File: src/rtl/uart_tx.sv
// UART transmitter: takes one byte per valid/ready handshake and sends
// start, DATA_BITS data bits LSB first, optional parity and stop bit(s).
module uart_tx #(
  parameter int unsigned CLKS_PER_BIT = 868,
  parameter int unsigned DATA_BITS    = 8,
  parameter int unsigned PARITY_EN    = 0,
  parameter int unsigned PARITY_ODD   = 0,
  parameter int unsigned STOP_BITS    = 1
) (
  input  logic       clk,
  input  logic       reset,
  input  logic       input_valid,
  output logic       input_ready,
  input  logic [7:0] data_in,
  output logic       tx,
  output logic       busy
);

  localparam int unsigned       BAUD_W    = (CLKS_PER_BIT > 1) ? $clog2(CLKS_PER_BIT) : 1;
  localparam logic [BAUD_W-1:0] BAUD_LAST = BAUD_W'(CLKS_PER_BIT - 1);
  localparam logic [2:0]        DATA_LAST = 3'(DATA_BITS - 1);
  localparam logic [2:0]        STOP_LAST = 3'(STOP_BITS - 1);
  localparam logic [7:0]        DATA_MASK = 8'((32'd1 << DATA_BITS) - 32'd1);
  localparam logic              ODD_SEL   = (PARITY_ODD != 0);
  localparam logic              HAS_PAR   = (PARITY_EN != 0);

  typedef enum logic [2:0] {
    IDLE,
    START,
    DATA,
    PARITY,
    STOP
  } state_t;

  state_t            state, state_nxt;
  logic [BAUD_W-1:0] baud_cnt, baud_nxt;
  logic [2:0]        bit_cnt, bit_nxt;
  logic [7:0]        shift, shift_nxt;
  logic              parity, parity_nxt;
  logic              tx_nxt;
  logic              baud_last;
  logic              accept;

  always_comb begin
    baud_last   = (baud_cnt == BAUD_LAST);
    input_ready = (state == IDLE) ||
                  ((state == STOP) && (bit_cnt == STOP_LAST) && baud_last);
    accept      = input_valid && input_ready;
  end

  always_comb begin
    state_nxt  = state;
    baud_nxt   = baud_last ? '0 : baud_cnt + BAUD_W'(1);
    bit_nxt    = bit_cnt;
    shift_nxt  = shift;
    parity_nxt = parity;
    tx_nxt     = 1'b1;

    case (state)
      IDLE: begin
        baud_nxt = '0;
        bit_nxt  = '0;
      end
      START: begin
        tx_nxt = 1'b0;
        if (baud_last) begin
          state_nxt = DATA;
          bit_nxt   = '0;
        end
      end
      DATA: begin
        tx_nxt = shift[0];
        if (baud_last) begin
          shift_nxt = {1'b0, shift[7:1]};
          if (bit_cnt == DATA_LAST) begin
            bit_nxt   = '0;
            state_nxt = HAS_PAR ? PARITY : STOP;
          end else begin
            bit_nxt = bit_cnt + 3'd1;
          end
        end
      end
      PARITY: begin
        tx_nxt = parity;
        if (baud_last) begin
          state_nxt = STOP;
          bit_nxt   = '0;
        end
      end
      STOP: begin
        tx_nxt = 1'b1;
        if (baud_last) begin
          if (bit_cnt == STOP_LAST) begin
            state_nxt = IDLE;
            bit_nxt   = '0;
          end else begin
            bit_nxt = bit_cnt + 3'd1;
          end
        end
      end
      default: begin
        state_nxt = IDLE;
        baud_nxt  = '0;
        bit_nxt   = '0;
      end
    endcase

    // Loading is shared by IDLE and the final stop cycle so frames chain gaplessly.
    if (accept) begin
      state_nxt  = START;
      baud_nxt   = '0;
      bit_nxt    = '0;
      shift_nxt  = data_in;
      parity_nxt = (^(data_in & DATA_MASK)) ^ ODD_SEL;
    end
  end

  always_ff @(posedge clk or negedge reset) begin
    if (!reset) begin
      state    <= IDLE;
      baud_cnt <= '0;
      bit_cnt  <= '0;
      shift    <= '0;
      parity   <= 1'b0;
      tx       <= 1'b1;
      busy     <= 1'b0;
    end else begin
      state    <= state_nxt;
      baud_cnt <= baud_nxt;
      bit_cnt  <= bit_nxt;
      shift    <= shift_nxt;
      parity   <= parity_nxt;
      tx       <= tx_nxt;
      busy     <= (state != IDLE);
    end
  end

endmodule

File: config.mk
export PLATFORM = sky130hd
export DESIGN_NAME = uart_tx
export DESIGN_NICKNAME = d
export VERILOG_FILES = /design/src/rtl/uart_tx.sv
export SDC_FILE = /design/constraint.sdc
export NUM_CORES = 1
export LEC_CHECK = 0
export CAP_MARGIN = 20
export CORE_MARGIN = 2
export CORE_UTILIZATION = 43
export DETAILED_ROUTE_END_ITERATION = 8
export SYNTH_ARGS = -nofsm -noshare
export SYNTH_HDL_FRONTEND = slang
export SYNTH_SLANG_ARGS = --single-unit
File: constraint.sdc
create_clock -name clk -period 2.57 [get_ports clk]
set_input_delay 0.257 -clock clk [delete_from_list [all_inputs] [get_ports clk]]
set_output_delay 0.257 -clock clk [all_outputs]
set_load 0.03 [all_outputs]
==> results of run 1 <==
## cell usage after synthesis (2+ instances only)
master / count
o21ai_0: 2
clkbuf_1: 3
mux2_1: 6
nand4_1: 3
or3b_2: 2
xnor2_1: 8
nor3_1: 2
nor2b_1: 3
nor2_1: 12
xor2_1: 8
nor4_4: 2
nand2_1: 2
inv_1: 6
a2bb2oi_1: 3
ha_1: 4
and3_1: 2
nand3_1: 3
dfrtp_1: 26
mux2_2: 10
nand2b_1: 2
## state kept, by name, indices dropped and copies added (netlist names)
name and count:
busy 1, state 3, baud_cnt 10, shift 8, bit_cnt 3, tx 1, parity 1
## worst max-delay path: cells and delay by family, from the launching register on
family	cells	cell delay [ns]
AOI/OAI and AO/OA	1	0.18
DFF	1	0.39
and+or+nand+nor	2	0.93
buffers and inverters	1	0.18
adders and majority gates	1	0.21
## power breakdown
| group | leakage (uW) | total [uW] | switching, uW | internal (uW) |
|---|---|---|---|---|
| combinational | 0.000391 | 294 | 126 | 167 |
| clock | 0.0000150 | 179 | 118 | 60.7 |
| sequential | 0.000338 | 584 | 70.9 | 513 |
## worst min-delay path by stage
stage	from	end	slack (ns)
4_1_cts	reset	shift[2]	0.29
6_report	reset	shift[2]	0.29
5_1_grt	reset	parity	0.31
2_1_floorplan	reset	baud_cnt[0]	-0.04
3_3_place_gp	baud_cnt[0]	baud_cnt[0]	0.46
3_5_place_dp	baud_cnt[0]	baud_cnt[0]	0.48
## layout make-up
cell class / count / area, sq um
sequential: 27 / 677
timing repair buffer: 22 / 195
fill: 308 / 1590
multi-input combinational: 92 / 768
tap: 46 / 57.6
inverter: 6 / 22.5
clock buffer: 4 / 26.3
## per-stage QoR
stage                     power, uW  utilization [%]  hold slack (ns)  instances
after CTS                      1050             51.7            0.287        194
after global routing           1140             52.3            0.312        197
final                          1060             52.3            0.293        197
after global placement          842             50.7            0.460        190
after detailed placement        861             50.7            0.485        190
after floorplan                 769                -          -0.0386        130
## kinds of logic (layout without fill, tap and decap cells)
kind of cell,after synthesis,in the layout,share of synthesized area (%)
flip-flops,27,27,45.6
XOR/XNOR,16,16,9.44
buffers and inverters,11,32,2.95
AND/OR/NAND/NOR,40,40,17.8
multiplexers,17,17,12.8
adder cells (fa/ha/maj),4,4,3.37
AO/OA/AOI/OAI,15,15,8.01
## metal layers
layer / global-route usage (%) / vias to the layer above / share of wire, %
met2: 26.2 / 12 / 51
li1: - / 504 / -
met3: 3.24 / 2 / 2.8
met5: 0 / - / 0
met4: 5.00 / 0 / 0.45
met1: 20.2 / 490 / 45
## cells in the final DEF, fill, tap and decap left out, types with 2 or more instances in the layout
cell type / count
nor2b_1: 3
xor2_1: 8
nand2b_1: 2
xnor2_1: 8
and3_1: 2
dfrtp_1: 26
ha_1: 4
mux2_1: 6
buf_4: 10
nand4_1: 3
nand2_1: 2
clkdlybuf4s50_1: 12
nor3_1: 2
nor2_1: 12
or3b_2: 2
clkbuf_4: 3
inv_1: 6
nor4_4: 2
mux2_2: 10
a2bb2oi_1: 3
nand3_1: 3
## what timing repair did
item | 4_1_cts | 5_1_grt
gates cloned | 0 | 0
gates resized for setup | 2 | 0
hold endpoints to repair | 0 | 0
buffers inserted | 0 | 3
setup endpoints to repair | 1 | 1
==> flow_summary.json, run 1 <==
{
  "reg2reg_from": "baud_cnt[0]",
  "grt_pass1_wl_mm": 4.91,
  "num_rows": 21,
  "synth_top_area_share_pct": 43.8,
  "insertion_delay_ns": 0.31,
  "synth_area_sq_um": 1480,
  "critPathSlowestCell": "or4b_4",
  "avgSynthCellArea_sq_um": 11.4,
  "ys_ff_latch": 27,
  "first_iter_violations": 38,
  "max_freq_mhz": 405,
  "cp_max_fo": 7,
  "rsz0062_at_grt": "no",
  "hold_class": "in2async",
  "yosys.area.top_type": "dfrtp_1",
  "htree_levels": 1,
  "grt-ovfl-total": 0,
  "design.die.area_sq_um": 3940,
  "worstSetupEndpointType": "primary output",
  "cp_data_arrival_time_ns": 2.21,
  "run_status": "complete, no violations",
  "diodes": 0,
  "seq_area_frac_synth_pct": 45.6,
  "clk_path_buf_depth": 2,
  "synthTopCellsByArea": "dfrtp_1, mux2_2, xnor2_1",
  "path_class": "reg2out",
  "worstMarginPinSlew_ns": 0.461,
  "viasPerCell": 5.12,
  "final_cell_area_sq_um": 1750,
  "path_clk_slew_ns": 0.14,
  "io_pins": 14,
  "ys_types": 41,
  "routed_wl_mm": 2.67,
  "start_kind": "flip-flop",
  "route.detailed.drc": 0,
  "setup_viol": 0,
  "clkSinkCount": 27,
  "min_period_over_period_pct": 96.0,
  "synth_edf_count": 0,
  "routedWlPerCell_um": 13.6,
  "ys.flop_type": "dfrtp_1",
  "die_height_um": 62.7,
  "dpl-instance-area_sq_um": 1690,
  "peakVddDrop_mv": 0.400,
  "hpwl_mm": 2.02,
  "powerDensity_nw_per_um2": 605,
  "synthesis.nets": 145,
  "cts-buffers-inserted": 3,
  "setup_tns_ns": 0,
  "synthCells": 130,
  "cp-endpoint": "input_ready",
  "post-route-min-period_ns": 2.47,
  "root_buffer": "clkbuf_4",
  "drive_above_1_share_pct": 22.5,
  "yosys_warnings": 0,
  "port_buffers": 13,
  "initial_core_util_pct": 44.5,
  "r2r_cells": 6,
  "grt_pass1_vias": 1081,
  "synthArstFlopShare_pct": 100,
  "grt_use_total_pct": 15.6,
  "p_leak_uw": 0.000744,
  "place_congestion": 0.740,
  "reg2reg_to": "shift[1]",
  "holdBufCountCts": 0,
  "firstDrtPassIters": 4,
  "crit_required_ns": 2.31,
  "die_x_um": 62.7,
  "timing_hold_violations_final": 0,
  "vias": 1008,
  "tritoncts": "built",
  "worst_slack_ns": 0.103,
  "grt_max_degree": 28,
  "core_sq_um": 3340,
  "num-nets-final": 167,
  "cpPeakStageDelay_ns": 0.52,
  "antenna_found_initial": 0,
  "reg2reg_slack_ns": 0.29,
  "startpoint": "baud_cnt[0]",
  "cp_cell_sequence": "ha_1 > or4b_4 > or3_4 > o21ai_1 > buf_4",
  "syn2layout_area_growth_pct": 17.7,
  "dp_slack_ns": 0.269,
  "drv_slew": 0,
  "clock-skew-final_ns": 0.00212,
  "drtAntennaViolNets": 0,
  "max-slew-margin-rel_pct": 69.1,
  "drv_cap": 0
}
Power figures use the tool's default switching activity.
==> run 2, diff against run 1 <==
CTS_CLUSTER_DIAMETER = 120   (was not set)
==> results of run 2 <==
Final layout, timing and power as in run 1 (identical DEF).
==> run 3, diff against run 2 <==
CORE_MARGIN = not set   (was 2)
CTS_CLUSTER_DIAMETER = not set   (was 120)
==> flow_summary.json, run 3 (synthesis results as in run 1) <==
{
  "fillCellCount": 297,
  "drv_cap": 0,
  "tritoncts": "built",
  "dp_cells": 188,
  "drtAntennaViolNets": 0,
  "root_buffer": "clkbuf_4",
  "min_period_over_period_pct": 95.5,
  "path_clk_slew_ns": 0.15,
  "largest-register": "baud_cnt",
  "run_status": "complete, no violations",
  "drv_slew": 0,
  "grt_pass1_vias": 977,
  "final_common_cell": "dfrtp_1",
  "vias": 1003,
  "r2r_cells": 6,
  "cp_cell_sequence": "ha_2 > or4b_4 > or3_4 > o21ai_2 > buf_4",
  "p_leak_uw": 0.000733,
  "clk_path_buf_depth": 2,
  "grt_pass1_wl_mm": 4.30,
  "htree_levels": 1,
  "path_delay_family": "simple AND/OR/NAND/NOR gates",
  "critPathSlowestCell": "or4b_4",
  "first_iter_violations": 33,
  "timing_hold_violations_final": 0,
  "post-route-min-period_ns": 2.45,
  "max_freq_mhz": 407,
  "grt-ovfl-total": 0,
  "path_class": "reg2out",
  "setup_viol": 0,
  "diodes": 0,
  "design.die.area_sq_um": 3690,
  "layout_common_cells": "dfrtp_1, nor2_1, clkdlybuf4s50_1",
  "finalPower_uw": 1030,
  "max-slew-margin-rel_pct": 67.3,
  "antenna_found_initial": 0,
  "fin_cells": 193,
  "die_x_um": 60.7,
  "worstSetupEndpointType": "primary output",
  "reg2reg_from": "baud_cnt[0]",
  "clkSinkCount": 27,
  "whs_ns": 0.238,
  "reg2reg_slack_ns": 0.28,
  "grt_use_total_pct": 15.7,
  "route.detailed.drc": 0,
  "reg2reg_to": "shift[3]",
  "routedWlPerCell_um": 13.0,
  "port_buffers": 13,
  "crit_buf_inv": 1,
  "worstMarginPinSlew_ns": 0.487,
  "powerDensity_nw_per_um2": 590,
  "drive_above_1_share_pct": 23.5,
  "syn2layout_area_growth_pct": 17.2,
  "cts-buffers-inserted": 3,
  "cpPeakStageDelay_ns": 0.51,
  "routed_wl_mm": 2.51,
  "clock-skew-final_ns": 0.0100,
  "place_congestion": 0.793,
  "initial_core_util_pct": 47.1,
  "hold_class": "in2async",
  "io_pins": 14,
  "crit_required_ns": 2.31,
  "cp_max_fo": 4,
  "firstDrtPassIters": 4,
  "peakVddDrop_mv": 0.418,
  "hpwl_mm": 1.90,
  "num-nets-final": 165,
  "cp_data_arrival_time_ns": 2.20,
  "top_regs": "baud_cnt x10, shift x8",
  "rsz0062_at_grt": "no",
  "num_rows": 20,
  "grt_max_degree": 18,
  "viasPerCell": 5.20,
  "insertion_delay_ns": 0.33,
  "core_sq_um": 3150,
  "start_kind": "flip-flop",
  "setup_tns_ns": 0,
  "largest_register_ffs": 10,
  "die_height_um": 60.7
}
==> run 3: layer usage <==
layer / vias to the layer above / share of wire, % / GRT usage [%]
met5: - / 0 / 0
met4: 0 / 0.52 / 3.90
met3: 2 / 2.9 / 3.84
met2: 14 / 46 / 24.8
met1: 484 / 50 / 21.8
li1: 503 / - / -
==> run 3: how the worst max path moves through the flow <==
stage / startpoint / cells after the start / to
CTS: baud_cnt[0] / 5 / input_ready
global route: baud_cnt[0] / 5 / input_ready
detailed placement: baud_cnt[0] / 5 / input_ready
global placement: baud_cnt[0] / 5 / input_ready
floorplan: baud_cnt[0] / 5 / input_ready
finish: baud_cnt[0] / 5 / input_ready
==> run 3: area by class of cell <==
cell class              count  area [sq um]  area share (%)
multi-input cells          92           774            44.5
flip-flops and latches     27           677            38.9
repair buffers             20           180            10.4
well taps                  44          55.1            3.17
clock buffers               3          22.5            1.29
inverters                   6          22.5            1.29
clock inverters             1          7.51           0.432
==> run 3: repair_timing <==
| item | in CTS | in global routing |
|---|---|---|
| pin swaps | 0 | 1 |
| setup buffers | 0 | 1 |
| gates resized for setup | 2 | 2 |
| setup endpoints to repair | 1 | 1 |
| endpoints found under the hold margin | 0 | 0 |
| hold buffers | 0 | 0 |
| gates cloned | 0 | 0 |
==> run 3: metrics by stage <==
stage          util (%)  cell area [sq um]  setup WS (ns)
2_1_floorplan         -               1480         0.0817
3_3_place_gp       53.6               1690          0.341
3_5_place_dp       53.6               1690          0.295
4_1_cts            54.7               1730         0.0481
5_1_grt            55.2               1740         0.0235
6_report           55.2               1740          0.115
==> run 3: report_power, final <==
group	switching (uW)	internal (uW)
registers	67.8	513
clock network	124	59.5
logic	116	146
